### src/rtl/fir_decim_pkg.sv
// Shared types and helpers for the FIR decimation / output-buffer stage.
package fir_decim_pkg;

  localparam int DEFAULT_DATA_W = 16;

  typedef logic signed [DEFAULT_DATA_W-1:0] sample_t;

  // Group sums need DECIM_LOG2 extra bits so a full group of extreme samples cannot wrap.
  function automatic int acc_width(input int data_w, input int decim_log2);
    return data_w + decim_log2;
  endfunction

endpackage

### src/rtl/decim_fifo.sv
// Show-ahead FIFO with a registered head, registered occupancy and a drop strobe for full pushes.
module decim_fifo
  import fir_decim_pkg::*;
#(
  parameter int DATA_W = DEFAULT_DATA_W,
  parameter int DEPTH  = 8
) (
  input  logic                   clk,
  input  logic                   reset,
  input  logic                   push,
  input  logic [DATA_W-1:0]      push_data,
  input  logic                   pop,
  output logic [DATA_W-1:0]      data_out,
  output logic                   valid_out,
  output logic [$clog2(DEPTH):0] level,
  output logic                   drop
);
  localparam int AW = $clog2(DEPTH);
  localparam int LW = AW + 1;

  logic [DATA_W-1:0] mem [DEPTH];
  logic [AW-1:0]     wr_ptr_reg, rd_ptr_reg, rd_ptr_inc;
  logic [LW-1:0]     count_reg, count_next;
  logic [DATA_W-1:0] head_reg, head_next;
  logic              valid_reg, full, do_pop, do_push;

  assign full       = (count_reg == LW'(DEPTH));
  assign do_pop     = pop && valid_reg;
  // A push into a full FIFO still lands when the same cycle frees a slot.
  assign do_push    = push && (!full || do_pop);
  assign drop       = push && full && !do_pop;
  assign rd_ptr_inc = rd_ptr_reg + AW'(1);

  always_comb begin
    count_next = count_reg;
    if (do_push && !do_pop)      count_next = count_reg + LW'(1);
    else if (do_pop && !do_push) count_next = count_reg - LW'(1);
  end

  always_comb begin
    head_next = head_reg;
    if (do_pop) begin
      if (count_reg > LW'(1)) head_next = mem[rd_ptr_inc];
      else if (do_push)       head_next = push_data;
    end else if (do_push && count_reg == '0) begin
      head_next = push_data;
    end
  end

  always_ff @(posedge clk) begin
    if (do_push) mem[wr_ptr_reg] <= push_data;
  end

  always_ff @(posedge clk) begin
    if (reset) begin
      wr_ptr_reg <= '0;
      rd_ptr_reg <= '0;
      count_reg  <= '0;
      head_reg   <= '0;
      valid_reg  <= 1'b0;
    end else begin
      if (do_push) wr_ptr_reg <= wr_ptr_reg + AW'(1);
      if (do_pop)  rd_ptr_reg <= rd_ptr_inc;
      count_reg <= count_next;
      head_reg  <= head_next;
      valid_reg <= (count_next != '0);
    end
  end

  assign data_out  = head_reg;
  assign valid_out = valid_reg;
  assign level     = count_reg;

endmodule

### src/rtl/fir_decimator.sv
// Decimates the FIR sample stream by 2^DECIM_LOG2 and buffers results for a ready/valid consumer.
// Define FIR_DECIM_ACCUM_EN to average each group instead of keeping its last sample.
module fir_decimator
  import fir_decim_pkg::*;
#(
  parameter int DATA_W     = DEFAULT_DATA_W,
  parameter int DECIM_LOG2 = 1,
  parameter int FIFO_DEPTH = 8
) (
  input  logic                        clk,
  input  logic                        reset,
  input  logic [DATA_W-1:0]           data_in,
  input  logic                        valid_in,
  output logic [DATA_W-1:0]           data_out,
  output logic                        valid_out,
  input  logic                        ready_in,
  output logic [$clog2(FIFO_DEPTH):0] level,
  output logic                        overflow
);
  localparam int              PH_W       = (DECIM_LOG2 > 0) ? DECIM_LOG2 : 1;
  localparam logic [PH_W-1:0] LAST_PHASE = PH_W'((1 << DECIM_LOG2) - 1);

  logic [PH_W-1:0]   phase_reg;
  logic              group_done, push_v_reg, overflow_reg, drop;
  logic [DATA_W-1:0] group_res, push_d_reg;

  assign group_done = valid_in && (phase_reg == LAST_PHASE);

  // Phase only moves on valid samples, so input gaps do not change the grouping.
  always_ff @(posedge clk) begin
    if (reset) begin
      phase_reg <= '0;
    end else if (valid_in) begin
      phase_reg <= group_done ? '0 : phase_reg + PH_W'(1);
    end
  end

`ifdef FIR_DECIM_ACCUM_EN
  localparam int ACC_W = acc_width(DATA_W, DECIM_LOG2);

  logic signed [ACC_W-1:0] acc_reg, acc_base, group_sum;

  // Phase 0 starts a fresh sum rather than adding to the previous group.
  assign acc_base  = (phase_reg == '0) ? '0 : acc_reg;
  assign group_sum = acc_base + ACC_W'($signed(data_in));
  assign group_res = DATA_W'(group_sum >>> DECIM_LOG2);

  always_ff @(posedge clk) begin
    if (reset) begin
      acc_reg <= '0;
    end else if (valid_in) begin
      acc_reg <= group_sum;
    end
  end
`else
  assign group_res = data_in;
`endif

  always_ff @(posedge clk) begin
    if (reset) begin
      push_v_reg   <= 1'b0;
      push_d_reg   <= '0;
      overflow_reg <= 1'b0;
    end else begin
      push_v_reg <= group_done;
      if (group_done) push_d_reg <= group_res;
      if (drop) overflow_reg <= 1'b1;
    end
  end

  decim_fifo #(
    .DATA_W (DATA_W),
    .DEPTH  (FIFO_DEPTH)
  ) u_fifo (
    .clk       (clk),
    .reset     (reset),
    .push      (push_v_reg),
    .push_data (push_d_reg),
    .pop       (ready_in),
    .data_out  (data_out),
    .valid_out (valid_out),
    .level     (level),
    .drop      (drop)
  );

  assign overflow = overflow_reg;

endmodule

### config.mk
export PLATFORM = sky130hd
export DESIGN_NAME = fir_decimator
export DESIGN_NICKNAME = d
export VERILOG_FILES = /design/src/rtl/fir_decim_pkg.sv /design/src/rtl/decim_fifo.sv /design/src/rtl/fir_decimator.sv
export SDC_FILE = /design/constraint.sdc
export NUM_CORES = 1
export LEC_CHECK = 0
export CAP_MARGIN = 10
export CORE_MARGIN = 2
export CORE_UTILIZATION = 30
export DETAILED_ROUTE_END_ITERATION = 16
export PLACE_DENSITY = 0.57
export RECOVER_POWER = 25
export SETUP_SLACK_MARGIN = 0.05
export SLEW_MARGIN = 20
export SYNTH_ARGS = -nofsm -noshare
export SYNTH_HDL_FRONTEND = slang
export SYNTH_SLANG_ARGS = --single-unit
### constraint.sdc
create_clock -name clk -period 5.2 [get_ports clk]
set_clock_uncertainty 0.1 [all_clocks]
set_input_delay 1.04 -clock clk [delete_from_list [all_inputs] [get_ports clk]]
set_output_delay 1.04 -clock clk [all_outputs]
set_load 0.02 [all_outputs]
==> flow_metrics.py, run 1 <==
metrics = {
    "clocking": {
        "cts_tree": "done",
        "cts_setup_buffers": 0,
        "clk_latency_ns": 0.42,
        "clockBufferDepth": 2,
        "clkSinkCount": 174,
        "clk_pin_slew_ns": 0.06,
        "postCtsHoldBufs": 0,
        "cts_buffers": 17,
        "cts.htree.levels": 4,
        "cts_resized": 0,
        "root_buffer": "clkbuf_16",
    },
    "layout": {
        "mostFrequentLayoutCell": "edfxtp_1",
        "fin_cells": 789,
        "final_cell_mix": "edfxtp_1 (128), mux2i_1 (49), dfxtp_1 (46)",
        "syn_to_final_growth_pct": 19.43,
        "final_core_util_pct": 36.32,
        "largest_register_ffs": 128,
        "nets": 517,
        "diodes": 0,
        "drive_above_1_share_pct": 16.07,
    },
    "timing": {
        "tightest_slew_ns": 0.8692,
        "drv_slew": 0,
        "holdWs_ns": 0.3755,
        "report.final.setup_viol": 0,
        "finalCriticalPeriod_ns": 3.179,
        "slew_headroom_pct": 42.06,
        "fmax_mhz": 314.6,
        "rsz0062_at_grt": "false",
        "min_period_over_period_pct": 61.13,
        "hold_viol_final": 0,
        "fin_setup_tns_ns": 0,
    },
    "place": {
        "gp_congestion": 0.7298,
        "io_buffers": 41,
        "hpwl_microns": 8732,
        "dp.cells": 757,
    },
    "setup_path": {
        "cpMaxStageDelayCell": "nor3_2",
        "critPathMaxStageDelay_ns": 0.60,
        "reg2reg_depth": 5,
        "path_buf_inv": 2,
        "crit_type": "input pin to register",
        "start_kind": "input pin",
        "end_kind": "register",
        "crit_fanout": 9,
        "worstPathCellList": "clkdlybuf4s50_1 -> and2_1 -> o21a_1 -> nand2_1 -> nor3_2 -> buf_4",
        "arrival_ns": 3.21,
        "cpLargestDelayFamily": "simple AND/OR/NAND/NOR gates",
        "worst-path-stages": 6,
        "cp.required_ns": 5.23,
    },
    "detailed_routing": {
        "wl_per_cell_microns": 18.60,
        "m1WireLength_microns": 6530,
        "highest_layer": "met4",
        "finalWirelength_microns": 14670,
        "drc": 0,
        "num_vias": 3792,
        "routed-wl-met2_microns": 7145,
        "vias_per_cell": 4.806,
        "first_pass_iters": 4,
        "drt_iter0_markers": 208,
        "route.met3.wl_microns": 732,
        "antenna_left": 0,
    },
    "pwr": {
        "intPower_mw": 2.567,
        "irDropWorstVdd_v": 0.0001979,
        "powerDensity_mw_per_mm2": 427.2,
        "p_total_mw": 3.492,
        "power_frac_seq_pct": 45.9,
        "leakagePower_nw": 2.630,
        "p_comb_share_pct": 19.5,
        "p_sw_mw": 0.9249,
        "clkPwrFrac_pct": 34.6,
        "p_sw_share_pct": 26.49,
    },
    "global_routing": {
        "grtUsageTotal_pct": 12.86,
        "grt_overflow": 0,
        "grt_pass1_wl_microns": 22770,
        "grt_pass1_vias": 4024,
        "antenna_found_initial": 0,
        "grt_max_degree": 47,
    },
    "floorplan": {
        "start_util_pct": 30.41,
        "die_y_microns": 155.0,
        "core_area_sq_mm": 0.02250,
        "die_w_microns": 155.0,
        "dieArea_sq_mm": 0.02404,
        "ios": 42,
        "num_rows": 55,
    },
    "synthesis": {
        "ys_warn_count": 0,
        "ys_types": 41,
        "synth_fp_nets": 467,
        "ys_ff_latch": 174,
        "seq_area_frac_synth_pct": 69.62,
        "synthesis.area_sq_mm": 0.006844,
        "avgSynthCellArea_sq_um": 15.52,
        "netlist_instances": 441,
    },
    "status": {
        "status": "complete, no violations",
    },
    "run": {
        "max_cap_violations": 0,
    },
    "min_path": {
        "hold_class": "register to register",
        "min_path_cells": 2,
    },
}
==> cell usage after synthesis <==
master      n  area, sq um
a211oi_1    2        15.01
a21boi_1    1        7.510
a21oi_1     6        30.03
a221o_1    15        150.1
a22o_1     16        140.1
a22oi_1     1        7.510
a31oi_1     1        6.260
a32oi_1     1        8.760
and2_1     18        112.6
and3_1      1        6.260
and3b_1     1        8.760
buf_1       2        7.510
buf_2       9        45.04
buf_4       1        7.510
buf_6       3        33.78
clkbuf_1    9        33.78
dfxtp_1    46        920.9
edfxtp_1  128         3844
ha_1        6        75.07
inv_1       4        15.01
mux2_2     30        337.8
mux2i_1    49        490.5
nand2_1    14        52.55
nand2b_1    4        25.02
nand3b_4    1        20.02
nor2_1     18        67.56
nor2b_1     2        12.51
nor3_1      3        15.01
nor3b_1     1        7.510
nor4_1      1        6.260
o211ai_1    1        7.510
o21a_1      1        7.510
o21ai_0     3        15.01
o22ai_1    28        175.2
o31ai_4     1        21.27
o32ai_1     2        17.52
or2_1       1        6.260
or2_2       1        6.260
or4_1       1        7.510
xnor2_1     3        26.28
xor2_1      5        43.79
==> worst paths after layout <==
kind	start	to	slack, ns
min reg2reg	u_fifo.rd_ptr_reg[1]$_SDFFE_PP0N_	u_fifo.rd_ptr_reg[1]$_SDFFE_PP0N_	0.38
max	ready_in	u_fifo.mem[1][9]$_DFFE_PP_	2.02
max reg2reg	u_fifo.rd_ptr_reg[0]$_SDFFE_PP0N_	u_fifo.data_out[14]$_SDFFE_PP0P_	2.43
min	u_fifo.rd_ptr_reg[1]$_SDFFE_PP0N_	u_fifo.rd_ptr_reg[1]$_SDFFE_PP0N_	0.38
==> stage by stage <==
step,worst slack (ns),instance area (sq um)
finish,2.021,8174
CTS,1.896,8172
floorplan,1.938,6844
global route,1.851,8174
global placement,1.545,7605
detailed placement,1.444,7605
==> logic make-up after synthesis <==
| kind of cell | after synthesis | share of synthesized area, % |
|---|---|---|
| fa+ha+maj | 6 | 1.097 |
| compound gates | 79 | 8.903 |
| xor+xnor | 8 | 1.024 |
| flops | 174 | 69.62 |
| mux | 79 | 12.10 |
| simple gates | 67 | 5.174 |
| buf+inv | 28 | 2.084 |
==> layer usage <==
layer  vias to the layer above  track usage (%)
met5                         -                0
met4                         0            5.291
li1                       1815                -
met2                        80            22.14
met3                        17            2.786
met1                      1880            15.69
==> worst register-to-register path: stages (launching register included) <==
cell and delay, ns:
dfxtp_1 0.35, ha_2 0.73, buf_4 0.68, mux2i_1 0.18, a221o_1 0.38, o32ai_1 0.26
==> layout make-up <==
cell class / instances / area (sq um)
clock buffers: 20 / 446.7
clock inverters: 12 / 120.1
fillers: 2100 / 14330
inverters: 4 / 15.01
multi-input cells: 239 / 1956
flip-flops and latches: 174 / 4765
well taps: 285 / 356.6
repair buffers: 55 / 515.5
==> power groups by stage <==
stage / registers (mW) / logic (mW) / clock network (mW)
after global placement: 1.63 / 0.673 / 0
final: 1.60 / 0.680 / 1.21
after CTS: 1.61 / 0.689 / 1.23
after floorplan: 1.66 / 0.454 / 0
after global routing: 1.61 / 0.729 / 1.29
after detailed placement: 1.63 / 0.686 / 0
(Power assumes the default switching activity.)
==> run 2: changes to the inputs <==
==> constraint.sdc (replaced) <==
create_clock -name clk -period 3.1 [get_ports clk]
set_clock_uncertainty 0.1 [all_clocks]
set_input_delay 0.62 -clock clk [delete_from_list [all_inputs] [get_ports clk]]
set_output_delay 0.62 -clock clk [all_outputs]
set_load 0.02 [all_outputs]
==> run 2 against run 1 <==
  * Core utilization increased by 0.24 points
  * Critical endpoint is now u_fifo.data_out[9]$_SDFFE_PP0P_
  * Non-clock buffer count rose by 9
  * First-iteration DRC count grew 9.6%
  * Final cell count is 1.1% higher
  * Largest power group unchanged
==> flow_metrics.py, run 2 (same netlist as run 1, synthesis figures left out) <==
metrics = {
    "status": {
        "status": "complete, no violations",
    },
    "setup_path": {
        "cp.required_ns": 3.34,
        "crit_type": "input pin to register",
        "start_kind": "input pin",
        "arrival_ns": 2.66,
        "reg2reg_slack_ns": 0.78,
        "crit_fanout": 16,
        "critPathMaxStageDelay_ns": 0.52,
        "end_kind": "register",
        "cpMaxStageDelayCell": "or2_1",
        "worstPathCellList": "clkdlybuf4s50_1 -> and2_1 -> o31ai_4 -> or2_1 -> a221o_1 -> o22ai_1",
    },
    "timing": {
        "finalCriticalPeriod_ns": 2.416,
        "tightest_slew_ns": 0.8054,
        "fmax_mhz": 414.0,
        "fin_setup_tns_ns": 0,
        "report.final.setup_viol": 0,
        "slew_headroom_pct": 46.31,
        "min_period_over_period_pct": 77.92,
        "drv_slew": 0,
        "hold_viol_final": 0,
        "rsz0062_at_grt": "false",
    },
    "clocking": {
        "cts_resized": 0,
        "postCtsHoldBufs": 0,
        "cts_buffers": 17,
        "clk_pin_slew_ns": 0.06,
        "cts_tree": "done",
        "cts.htree.levels": 4,
        "clkSinkCount": 174,
        "cts_setup_buffers": 0,
        "root_buffer": "clkbuf_16",
        "clk_latency_ns": 0.42,
        "clockBufferDepth": 2,
    },
    "place": {
        "io_buffers": 41,
        "hpwl_microns": 9182,
        "gp_congestion": 0.7623,
    },
    "layout": {
        "final_core_util_pct": 36.56,
        "syn_to_final_growth_pct": 20.22,
        "nets": 526,
        "mostFrequentLayoutCell": "edfxtp_1",
        "diodes": 0,
        "fillerInstances": 2073,
        "final_cell_mix": "edfxtp_1 (128), mux2i_1 (49), dfxtp_1 (46)",
        "regArea_sq_mm": 0.004765,
        "largest_register_ffs": 128,
        "multi_input_comb_area_sq_mm": 0.001953,
        "drive_above_1_share_pct": 16.57,
    },
    "floorplan": {
        "die_y_microns": 155.0,
        "num_rows": 55,
        "die_w_microns": 155.0,
        "dieArea_sq_mm": 0.02404,
        "core_area_sq_mm": 0.02250,
        "start_util_pct": 30.41,
        "ios": 42,
    },
    "run": {
        "max_cap_violations": 0,
    },
    "pwr": {
        "irDropWorstVdd_v": 0.0003545,
        "leakagePower_nw": 2.667,
        "powerDensity_mw_per_mm2": 707.6,
    },
    "detailed_routing": {
        "antenna_left": 0,
        "drt_iter0_markers": 228,
        "finalWirelength_microns": 15150,
        "vias_per_cell": 4.787,
        "wl_per_cell_microns": 18.98,
        "drc": 0,
        "first_pass_iters": 4,
        "num_vias": 3820,
    },
    "global_routing": {
        "grt_overflow": 0,
        "antenna_found_initial": 0,
        "grt_max_degree": 67,
        "grt_pass1_vias": 3994,
        "grtUsageTotal_pct": 13.21,
        "grt_pass1_wl_microns": 23410,
    },
    "min_path": {
        "hold_class": "register to register",
    },
}
[run 2: cell types whose count changed in the layout (fill, tap and decap cells not counted), sizes merged]
cell,change
buf,+9
bufinv,-1
clkbuf,+5
clkinv,-3
clkinvlp,-1
[run 2: final timing paths]
| check | from | end | cells past startpoint |
|---|---|---|---|
| worst max register to register | u_fifo.level[0]$_SDFF_PP0_ | u_fifo.data_out[9]$_SDFFE_PP0P_ | 7 |
| worst min register to register | u_fifo.rd_ptr_reg[1]$_SDFFE_PP0N_ | u_fifo.rd_ptr_reg[1]$_SDFFE_PP0N_ | 2 |
| worst min-delay path | u_fifo.rd_ptr_reg[1]$_SDFFE_PP0N_ | u_fifo.rd_ptr_reg[1]$_SDFFE_PP0N_ | 2 |
| worst max-delay path | ready_in | u_fifo.data_out[9]$_SDFFE_PP0P_ | 6 |
[run 2: routing by layer]
| metal | routed length, microns | up-vias | track usage, % |
|---|---|---|---|
| met5 | 0 | - | 0 |
| met4 | 153 | 0 | 5.071 |
| met1 | 6739 | 1899 | 16.40 |
| met3 | 563 | 11 | 3.175 |
| met2 | 7691 | 88 | 22.33 |
| li1 | - | 1822 | - |
[run 2: final cells by class]
cell class                 count  area share [%]
multi-input combinational    239           23.74
clock buffer                  25           5.779
timing repair buffer          64           7.238
tap                          285           4.334
inverter                       4          0.1825
clock inverter                 7          0.8212
sequential                   174           57.91
[run 2: critical path: cells and delay by family]
| kind | cells | cell delay (ns) |
|---|---|---|
| AOI/OAI and AO/OA | 3 | 0.68 |
| buffers and inverters | 1 | 0.51 |
| and+or+nand+nor | 2 | 0.84 |
[run 2: power breakdown]
group          leakage [nW]  internal, mW  switching [mW]
clock network         0.259          1.14           0.821
registers              1.50          2.58           0.107
logic                 0.908         0.544           0.624
total                  2.67          4.27            1.55
[run 2: per-stage QoR]
stage	cell area (sq um)	power [mW]	instances	hold slack [ns]	setup WS (ns)
2_1_floorplan	6844	3.541	441	0.3400	0.1571
3_3_place_gp	7685	3.898	766	0.3537	0.2828
3_5_place_dp	7685	3.920	766	0.3634	0.2434
4_1_cts	8228	5.882	798	0.3713	0.6899
5_1_grt	8228	6.064	798	0.4049	0.5923
6_report	8228	5.822	798	0.3681	0.6844
==> run 3: changes to the inputs <==
--- a/config.mk
+++ b/config.mk
@@ -9,7 +9,7 @@
 export CORE_MARGIN = 2
 export CORE_UTILIZATION = 30
 export DETAILED_ROUTE_END_ITERATION = 16
-export PLACE_DENSITY = 0.57
+export PLACE_DENSITY = 0.59
 export RECOVER_POWER = 25
 export SETUP_SLACK_MARGIN = 0.05
 export SLEW_MARGIN = 20
==> constraint.sdc (replaced) <==
create_clock -name clk -period 2.2 [get_ports clk]
set_clock_uncertainty 0.1 [all_clocks]
set_input_delay 0.44 -clock clk [delete_from_list [all_inputs] [get_ports clk]]
set_output_delay 0.44 -clock clk [all_outputs]
set_load 0.02 [all_outputs]
==> run 3 against run 2 <==
  * Combinational power grew 55%
  * Sequential power increased by 41%
  * Core utilization grew 1.8 points
  * Sequential share of layout area decreased by 2.6 points
  * Clock power increased by 76%
  * Wire length grew 2.9%
  * Final area is 4.9% higher
  * Register-to-register slack worse by 0.64 ns
  * First-iteration DRC count down 21%
  * Critical path type is now register to register
==> flow_metrics.py, run 3 (same netlist as run 1, synthesis figures left out) <==
metrics = {
    "global_routing": {
        "grt_pass1_vias": 4001,
        "grt_overflow": 0,
        "grtUsageTotal_pct": 13.36,
        "top_usage_layer": "met2",
        "antenna_found_initial": 0,
        "grt_util_met2_pct": 22.16,
        "gr-usage-met3_pct": 3.733,
        "grt_max_degree": 34,
        "use_met1_pct": 16.98,
        "grt_pass1_wl_microns": 23730,
    },
    "setup_path": {
        "reg2reg_depth": 7,
        "crit_type": "register to register",
        "r2r-start": "u_fifo.level[0]$_SDFF_PP0_",
        "end_kind": "register",
        "cp.required_ns": 2.41,
        "crit_fanout": 6,
        "r2r_end": "u_fifo.valid_out$_SDFF_PP0_",
        "arrival_ns": 2.27,
        "reg2reg_slack_ns": 0.14,
        "start_kind": "register",
    },
    "place": {
        "io_buffers": 41,
        "dp.cells": 779,
        "gp_congestion": 0.7782,
        "dpl_cell_area_sq_mm": 0.007944,
        "hpwl_microns": 9838,
    },
    "timing": {
        "finalCriticalPeriod_ns": 2.062,
        "min_period_over_period_pct": 93.73,
        "hold_viol_final": 0,
        "tightest_slew_ns": 0.6802,
        "fmax_mhz": 485.0,
        "fin_setup_tns_ns": 0,
        "report.final.setup_viol": 0,
        "rsz0062_at_grt": "false",
        "slew_headroom_pct": 54.55,
        "drv_slew": 0,
    },
    "pwr": {
        "p_sw_mw": 2.379,
        "power_frac_seq_pct": 41.9,
        "leakagePower_nw": 2.831,
        "p_sw_share_pct": 26.28,
        "intPower_mw": 6.673,
        "p_comb_share_pct": 20.0,
        "powerDensity_mw_per_mm2": 1049,
        "irDropWorstVdd_v": 0.0004673,
        "clkPwrFrac_pct": 38.1,
    },
    "floorplan": {
        "start_util_pct": 30.41,
        "die_y_microns": 155.0,
        "core_area_sq_mm": 0.02250,
        "num_rows": 55,
        "dieArea_sq_mm": 0.02404,
        "ios": 42,
        "die_w_microns": 155.0,
    },
    "clocking": {
        "cts.htree.levels": 4,
        "clkSinkCount": 174,
        "clk_pin_slew_ns": 0.07,
        "root_buffer": "clkbuf_16",
        "cts_setup_buffers": 0,
        "clockBufferDepth": 2,
        "postCtsHoldBufs": 0,
        "clk_latency_ns": 0.43,
        "cts_buffers": 17,
        "cts_tree": "done",
    },
    "layout": {
        "final_cell_mix": "edfxtp_1 (128), mux2i_1 (49), dfxtp_1 (43)",
        "syn_to_final_growth_pct": 26.05,
        "nets": 539,
        "drive_above_1_share_pct": 22.24,
        "diodes": 0,
        "mostFrequentLayoutCell": "edfxtp_1",
        "largest_register_ffs": 128,
        "final_cell_area_sq_mm": 0.008627,
        "fin_cells": 811,
    },
    "run": {
        "max_cap_violations": 0,
    },
    "detailed_routing": {
        "drc": 0,
        "finalWirelength_microns": 15590,
        "num_vias": 3998,
        "antenna_left": 0,
        "first_pass_iters": 5,
        "wl_per_cell_microns": 19.23,
        "drt_iter0_markers": 180,
        "vias_per_cell": 4.930,
    },
    "status": {
        "status": "complete, no violations",
    },
    "min_path": {
        "min_to": "u_fifo.rd_ptr_reg[1]$_SDFFE_PP0N_",
        "min-delay-start": "u_fifo.rd_ptr_reg[1]$_SDFFE_PP0N_",
        "hold_class": "register to register",
        "min_path_cells": 2,
    },
}
run 3: changes by cell type in the layout (fill, tap and decap cells not counted), moves of 3 or more:
cell,before,now
buf_12,1,9
clkbuf_1,6,0
nor2_1,18,12
buf_4,22,27
bufinv_16,1,6
inv_6,0,5
dfxtp_1,46,43
dfxtp_2,0,3
nor2_2,0,3
nor2_4,0,3
run 3: stage by stage:
stage / utilization (%) / worst slack (ns) / power [mW] / hold WS [ns]
after global placement: 35.27 / -0.2377 / 5.643 / 0.3556
after CTS: 38.32 / 0.1381 / 9.117 / 0.3837
final: 38.34 / 0.1379 / 9.052 / 0.3796
after detailed placement: 35.30 / -0.2645 / 5.669 / 0.3715
after floorplan: - / 0.02366 / 4.997 / 0.3400
after global routing: 38.34 / 0.05431 / 9.389 / 0.3978
run 3: layout make-up:
cell class / instances / area (sq um)
multi-input combinational: 239 / 2017
timing repair buffer: 77 / 792.0
fill: 2022 / 13880
clock buffer: 17 / 425.4
inverter: 4 / 15.01
tap: 285 / 356.6
sequential: 174 / 4768
clock inverter: 15 / 252.7
run 3: critical path: stages, from the launching register on:
cell and delay (ns):
dfxtp_2 0.35, inv_1 0.11, ha_1 0.22, nand3b_4 0.12, a32oi_1 0.25, xor2_1 0.21, nor2_1 0.07, or4_1 0.50
run 3: power by group through the flow:
stage	clock, mW	sequential (mW)	combinational [mW]
6_report	3.45	3.79	1.81
5_1_grt	3.65	3.81	1.93
4_1_cts	3.51	3.79	1.82
3_5_place_dp	0	3.86	1.81
3_3_place_gp	0	3.86	1.79
2_1_floorplan	0	3.92	1.08
run 3: metal layers:
metal	vias to the layer above	routed length (microns)
met3	17	746
li1	1865	-
met5	-	0
met4	0	220
met2	116	7624
met1	2000	7002
run 3: what timing repair did:
action / 4_1_cts / 5_1_grt
gates cloned: 0 / 0
setup endpoints to repair: 2 / 15
gates resized for setup: 2 / 2
run 3: how the worst max path moves through the flow:
stage,start,end,slack [ns],cells past startpoint
detailed placement,ready_in,u_fifo.mem[1][4]$_DFFE_PP_,-0.26,6
global placement,ready_in,u_fifo.mem[0][10]$_DFFE_PP_,-0.24,6
CTS,u_fifo.level[3]$_SDFF_PP0_,level[3],0.14,1
global route,u_fifo.level[0]$_SDFF_PP0_,u_fifo.valid_out$_SDFF_PP0_,0.05,7
finish,u_fifo.level[0]$_SDFF_PP0_,u_fifo.valid_out$_SDFF_PP0_,0.14,7
floorplan,u_fifo.level[0]$_SDFF_PP0_,u_fifo.mem[5][0]$_DFFE_PP_,0.02,6
